## src/rtl/conv2_deactivation.sv

```systemverilog
// Layer-2 activation expander: unpacks LANES 8-bit codes per word and emits one
// approximate 14-bit linear value per cycle, with a sticky saturating illegal-code count.
module conv2_deactivation #(
  parameter int unsigned LANES     = 4,
  parameter int unsigned MID_ROUND = 1,
  localparam int unsigned LW       = (LANES > 1) ? $clog2(LANES) : 1
) (
  input  logic               clk,
  input  logic               rst,
  input  logic               in_valid,
  output logic               in_ready,
  input  logic [8*LANES-1:0] in_data,
  output logic               out_valid,
  input  logic               out_ready,
  output logic [13:0]        out_data,
  output logic [LW-1:0]      out_lane,
  output logic               out_err,
  input  logic               err_clr,
  output logic [15:0]        err_cnt
);

  localparam logic [14:0] OFF_MID = (MID_ROUND != 0) ? 15'd16 : 15'd0;
  localparam logic [14:0] OFF_HI  = (MID_ROUND != 0) ? 15'd64 : 15'd0;
  localparam logic [LW-1:0] LAST_LANE = LW'(LANES - 1);

  logic [8*LANES-1:0] buf_q, buf_d;
  logic               full_q, full_d;
  logic [LW-1:0]      lane_q, lane_d;
  logic [15:0]        err_cnt_q, err_cnt_d;

  logic [7:0]  lane_codes [LANES];
  logic [7:0]  code;
  logic [14:0] code_w;
  logic [13:0] dec_val;
  logic        dec_err;
  logic        last_lane;
  logic        load;
  logic        handoff;

  for (genvar gi = 0; gi < LANES; gi++) begin : g_lane
    assign lane_codes[gi] = buf_q[8*gi +: 8];
  end

  assign code   = lane_codes[lane_q];
  assign code_w = {7'd0, code};

  // Piecewise expansion; each branch stays below 2^14 so truncation is lossless.
  always_comb begin
    dec_val = 14'd0;
    dec_err = 1'b0;
    if (code < 8'd64) begin
      dec_val = code_w[13:0];
    end else if (code < 8'd190) begin
      dec_val = 14'(((code_w - 15'd62) << 5) + OFF_MID);
    end else if (code < 8'd222) begin
      dec_val = 14'(((code_w - 15'd158) << 7) + OFF_HI);
    end else begin
      dec_val = 14'h3FFF;
      dec_err = 1'b1;
    end
  end

  assign last_lane = (lane_q == LAST_LANE);
  assign in_ready  = !full_q | (out_ready & last_lane);
  assign load      = in_valid & in_ready;
  assign handoff   = full_q & out_ready;

  // A load on the final-lane handoff edge keeps the buffer full with no bubble.
  always_comb begin
    buf_d     = buf_q;
    full_d    = full_q;
    lane_d    = lane_q;
    err_cnt_d = err_cnt_q;
    if (load) begin
      buf_d  = in_data;
      lane_d = '0;
      full_d = 1'b1;
    end else if (handoff) begin
      if (last_lane) full_d = 1'b0;
      else           lane_d = lane_q + 1'b1;
    end
    if (err_clr) begin
      err_cnt_d = 16'd0;
    end else if (handoff && dec_err && (err_cnt_q != 16'hFFFF)) begin
      err_cnt_d = err_cnt_q + 16'd1;
    end
  end

  always_ff @(posedge clk or posedge rst) begin
    if (rst) begin
      buf_q     <= '0;
      full_q    <= 1'b0;
      lane_q    <= '0;
      err_cnt_q <= 16'd0;
    end else begin
      buf_q     <= buf_d;
      full_q    <= full_d;
      lane_q    <= lane_d;
      err_cnt_q <= err_cnt_d;
    end
  end

  assign out_valid = full_q;
  assign out_data  = dec_val;
  assign out_err   = dec_err;
  assign out_lane  = lane_q;
  assign err_cnt   = err_cnt_q;

endmodule

```

## config.mk

```make
export PLATFORM = sky130hd
export DESIGN_NAME = conv2_deactivation
export DESIGN_NICKNAME = d
export VERILOG_FILES = /design/src/rtl/conv2_deactivation.sv
export SDC_FILE = /design/constraint.sdc
export NUM_CORES = 1
export LEC_CHECK = 0
export CORE_MARGIN = 1.5
export CORE_UTILIZATION = 53
export CTS_CLUSTER_SIZE = 28
export DETAILED_ROUTE_END_ITERATION = 7
export PLACE_DENSITY = 0.95
export SYNTH_ARGS = -nofsm -noshare
export SYNTH_HDL_FRONTEND = slang
export SYNTH_SLANG_ARGS = --single-unit
```

## constraint.sdc

```tcl
create_clock -name clk -period 3.7 [get_ports clk]
set_input_delay 0.74 -clock clk [delete_from_list [all_inputs] [get_ports clk]]
set_output_delay 0.74 -clock clk [all_outputs]
set_load 0.1 [all_outputs]
```

; ---- Word level (Yosys, flattened, before mapping)
; Cells that the tools add are included.
[word_totals]
wordCells = 47
in_bits = 37
output_inout_bits = 35
regBits = 51
[op_classes]
order_cmp = 4
eq_ne = 3
mux = 17
reduce_logical = 8
add_sub_neg = 6
bitwise_logic = 5
[op_table]
columns = operator, n
row1 = two-way mux 14 bit, 3
row2 = two-way mux 16 bit, 2
row3 = "adder 16 x 1 -> 16 bit, second input constant", 1
row4 = binary-select mux 8 bit (select 2 bit), 1
row5 = "less-than comparator 8 bit, second input constant", 2
row6 = two-way mux 8 bit, 2
row7 = "inequality test 16 bit, second input constant", 1
row8 = "adder 14 x 6 -> 14 bit, second input constant", 1
row9 = "adder 14 x 7 -> 14 bit, second input constant", 1
row10 = "subtractor 8 x 6 -> 9 bit, second input constant", 1
row11 = "less-than comparator 8 x 7 -> 1 bit, second input constant", 1
row12 = "subtractor 7 x 5 -> 7 bit, second input constant", 1
row13 = two-way mux 1 bit, 6
row14 = two-way mux 2 bit, 3
row15 = nonzero test 2 bit, 3
row16 = AND reduction 2 bit, 2
row17 = bitwise AND 1 bit, 3
row18 = ">= comparator 3 bit, second input constant", 1
row19 = NOT 2 -> 3 bit, 1
row20 = "adder 2 x 1 -> 2 bit, second input constant", 1
row21 = "equality test 2 bit, second input constant", 1
row22 = logical AND 1 bit, 2
row23 = "inequality test 2 x 1 -> 1 bit, second input constant", 1
row24 = zero test 1 bit, 1
row25 = bitwise OR 1 bit, 1

; ---- Longest topological paths before layout
; Gate-level depths: netlist of the first run.
[logic_depth]
depth_word = 12
depth_mapped = 7
ltp_nobuf = 6

; ---- Worst setup path before layout of the first run
; Ideal clock, no wire load.
[synth_timing]
path_kind = register to output
startpoint = register lane_q[0] (netlist: out_lane[0])
endpoint = output port out_data[8]
arrival_ps = 4643
slack_ps = -1683
n_path_buf = 1
path_stages_with_launch = 7
required_time_ps = 2960
path_cell_list = dfrtp_1 buf_6 mux4_2 ha_1 xor2_1 a21oi_1 a211oi_1
[synth_between]
elab_chain_cells = 9
elab_cells_between_ends = 14
classes_between = 4 x add/sub / 3 x order compare / 6 x mux / 1 x bitwise
[synth_lines]
columns = item, line_no
row1 = from (decl), 28  ; logic [LW-1:0] lane_q, lane_d;
row2 = from (signal assigned), 98  ; lane_q <= lane_d;
row3 = NOT 2 -> 3 bit (implied by the code) *, 44  ; assign code = lane_codes[lane_q];
row4 = binary-select mux 8 bit (select 2 bit) *, 44
row5 = two-way mux 8 bit (implied by the code) * (2 in a row), 44
row6 = subtractor 7 x 5 -> 7 bit, 56  ; dec_val = 14'(((code_w - 15'd158) << 7) + OFF_HI);
row7 = adder 14 x 7 -> 14 bit, 56
row8 = two-way mux 14 bit, 55  ; end else if (code < 8'd222) begin
row9 = two-way mux 14 bit, 53  ; end else if (code < 8'd190) begin
row10 = two-way mux 14 bit *, 51  ; if (code < 8'd64) begin
row11 = to (decl), 15  ; output logic [13:0] out_data,
; Mark *: on every way between the ends. The rest lies on a longest branch, timed or not. The select of a mux whose other input is x is not followed.

; ---- Worst setup path after layout of the first run
; Same ends and word-level chain as after synthesis.

==> key figures, run 1 <==
Placement
  – Cells after DPL: 376
  – # port buffers: 71
  – DP Area: 3719 um2
  – Detail Placement HPWL: roughly 5400 um
  – Worst Setup Slack post-DPL: 0.4912 ns
  – RePlAce Congestion: 0.8293

Floorplanning
  – Io pins: slightly above 70
  – Area of the core: a little over 5000 um2
  – Die W: 75.33 um
  – Die Area: around 5700 um2
  – Row count: 26
  – Starting Density: 54.64%
  – Die Span Y: 75.33 um

Timing
  – Final worst-path cycle share: a little over nine tenths
  – Clock Skew: 0.007261 ns
  – Final Hold Vio Count: 0
  – Max Slew Vio Count: 0
  – Post-layout min period: around 3.5 ns
  – Final setup vio count: 0
  – Fmax: 282.8 MHz
  – Total negative slack: 0 ns
  – Actual slew at the worst max-slew pin: 1.021 ns
  – Final setup margin: 0.1637 ns
  – Slew headroom: 31.85%
  – RSZ-0062 raised after global routing: no

Synthesis
  – Top cells by instance count after synthesis: dfrtp_1 (51), mux2_2 (32), a21oi_1 (23), nand2_1 (17), o21ai_0 (11)
  – Synthesized instance count: ~240
  – EDFF count, synth: 0
  – Syn avg cell area: approximately 11 um2
  – Post-synth top area cell: dfrtp_1
  – Netlist Area Pre-Place: 2773 um2
  – Prevailing post-synth register cell: dfrtp_1
  – Synth top area share: 46.03%
  – Warning count from the yosys run: 0
  – Syn nets: 284
  – Synth async-reset ratio: 100.0%
  – #FFs+latches synth: 51
  – Most frequent cell after synthesis: dfrtp_1
  – Largest cells by area after synthesis: dfrtp_1 (46%), mux2_2 (13%), mux4_2 (4.9%), a21oi_1 (4.2%), mux4_1 (2.8%)
  – Cell variety after synth: 41
  – Seq/Total Area, Yosys: 46.03%

CTS
  – Setup bufs post-CTS: 0
  – Htree depth: 2
  – CTS tree: yes
  – Num CTS Buffers: 5
  – Clock slew at reported path FFs: about 0.090 ns
  – Quantity of hold-fixing buffers added after cts: 0
  – Deepest clock path buffer count: 2
  – Root buffer cell: clkbuf_8
  – Clk sink count: 51
  – Worst skew pair latency: 0.30 ns
  – PostCTS Resize Cnt: 0

Finish
  – Post-route cell area: between 3000 and 4000 um2
  – Layout Nets: 353
  – Antenna diodes: 0
  – Area Overhead vs Synth: 37.55%
  – Share of cells above drive strength 1: a little over a quarter
  – Cell Count, Final, Fillers Out: between 300 and 400

Run status
  – Outcome: finished clean

GRT
  – Vias in the first global route: roughly 2,100
  – Total gr overflow: 0
  – Antenna violations before repair: 0
  – Largest net degree at the start of global routing: 52
  – First-pass GRT wire length: 11,090 um
  – Global Route Usage Sum: 26.69%

Setup path
  – Worst path max stage delay: 0.68 ns
  – Worst path slowest cell: mux4_2
  – CP top delay family: multiplexers
  – WS Path Type: reg2out
  – Worst path cell trace: mux4_2 > ha_1 > xor2_1 > a21oi_1 > a211oi_4 > buf_12
  – CP arrival: 2.80 ns
  – Startpoint class of the critical path: flop
  – WP buf/inv: 1
  – CP Max Fanout: 12
  – Worst setup EP type: output port
  – Critical Path RT: 2.96 ns

Drt
  – Final WL: 6956 um
  – DR WL/cell: 18.11 um
  – DR iter-0 viols: 157
  – Drt drc: 0
  – Vias: approximately 2,300
  – 1st-pass router iterations: 4
  – Avg Vias per Cell: 5.935
  – DRT antenna net count: 0

Hold path
  – Class of the worst hold path: reg2reg

Job
  – MaxCap Viol Count: 0
cells by family (layout without fill, tap and decap cells):
family                     Yosys count  in the layout  share of synthesized area (%)
and+or+nand+nor                     62             62                          12.77
buffers and inverters               22             92                          3.610
xor gates and xnor gates             2              2                         0.6319
muxes                               43             43                          21.44
DFF                                 51             51                          46.03
AOI/OAI and AO/OA                   61             61                          14.17
adders and majority gates            3              3                          1.354
per-stage QoR:
stage | hold WS (ns) | util, %
after global placement | 0.4818 | 73.27
final | 0.5113 | 75.15
after detailed placement | 0.4930 | 73.27
after CTS | 0.5126 | 75.15
after floorplan | 0.4704 | -
after global routing | 0.5234 | 75.15
layout make-up:
type	instances	area [um2]
flip-flops and latches	51	1279
repair buffers	74	838.3
multi-input cells	171	1476
clock buffers	7	86.33
clock inverters	1	8.758
fillers	347	1261
well taps	70	87.58
inverters	10	37.54
sequential cells by signal, indices dropped and copies added, names as in the netlist:
| name | cells |
|---|---|
| buf_q | 32 |
| err_cnt | 16 |
| out_lane | 2 |
| out_valid | 1 |
path summary, 6_finish.rpt:
check	startpoint	endpoint	slack (ns)	cells after the start
worst max-delay path	out_lane[0]	out_data[8]	0.16	6
worst min-delay path	buf_q[18]	buf_q[18]	0.51	1
worst max register to register	out_lane[0]	err_cnt[9]	1.18	6
worst min register to register	buf_q[18]	buf_q[18]	0.51	1
max in group asynchronous	rst	out_lane[1]	2.00	2
min in group asynchronous	rst	buf_q[14]	1.01	2
placed cells by master (no fill, tap or decap), types with 2 or more instances in the layout:
cell / n
a21o_2: 4
a21oi_1: 19
a21oi_2: 3
a221oi_4: 2
a22o_1: 2
and2_1: 2
and3_1: 3
and4_1: 3
buf_12: 12
buf_4: 9
clkbuf_8: 6
clkdlybuf4s50_1: 53
dfrtp_1: 49
dfrtp_2: 2
ha_1: 3
inv_1: 9
mux2_2: 32
mux2i_1: 2
mux4_1: 3
mux4_2: 6
nand2_1: 17
nand3_1: 9
nand4_1: 6
nor2_1: 5
o21ai_0: 11
o21ai_1: 2
o22ai_1: 3
o31ai_1: 6
or3_1: 6
or4_1: 8
metal layers:
layer / routed length (um) / global-route usage (%) / share of wire [%] / vias to the layer above
met1: 2915 / 36.04 / 42 / 1115
li1: - / - / - / 1073
met5: 0 / 0 / 0 / -
met3: 264 / 4.365 / 3.8 / 10
met2: 3665 / 44.54 / 53 / 81
met4: 112 / 8.730 / 1.6 / 0
Power of run 1 is not shown: default switching activity piles up to over one toggle a cycle in this logic, so the estimate is an artifact.
==> inputs of run 2 (changes only) <==
Settings changed: ABC_CLOCK_PERIOD_IN_PS set to 3700.
==> results of run 2 <==
Same layout as run 1: the final DEF is identical, and so are final timing and power.
Power of run 2 is left out for the same reason.
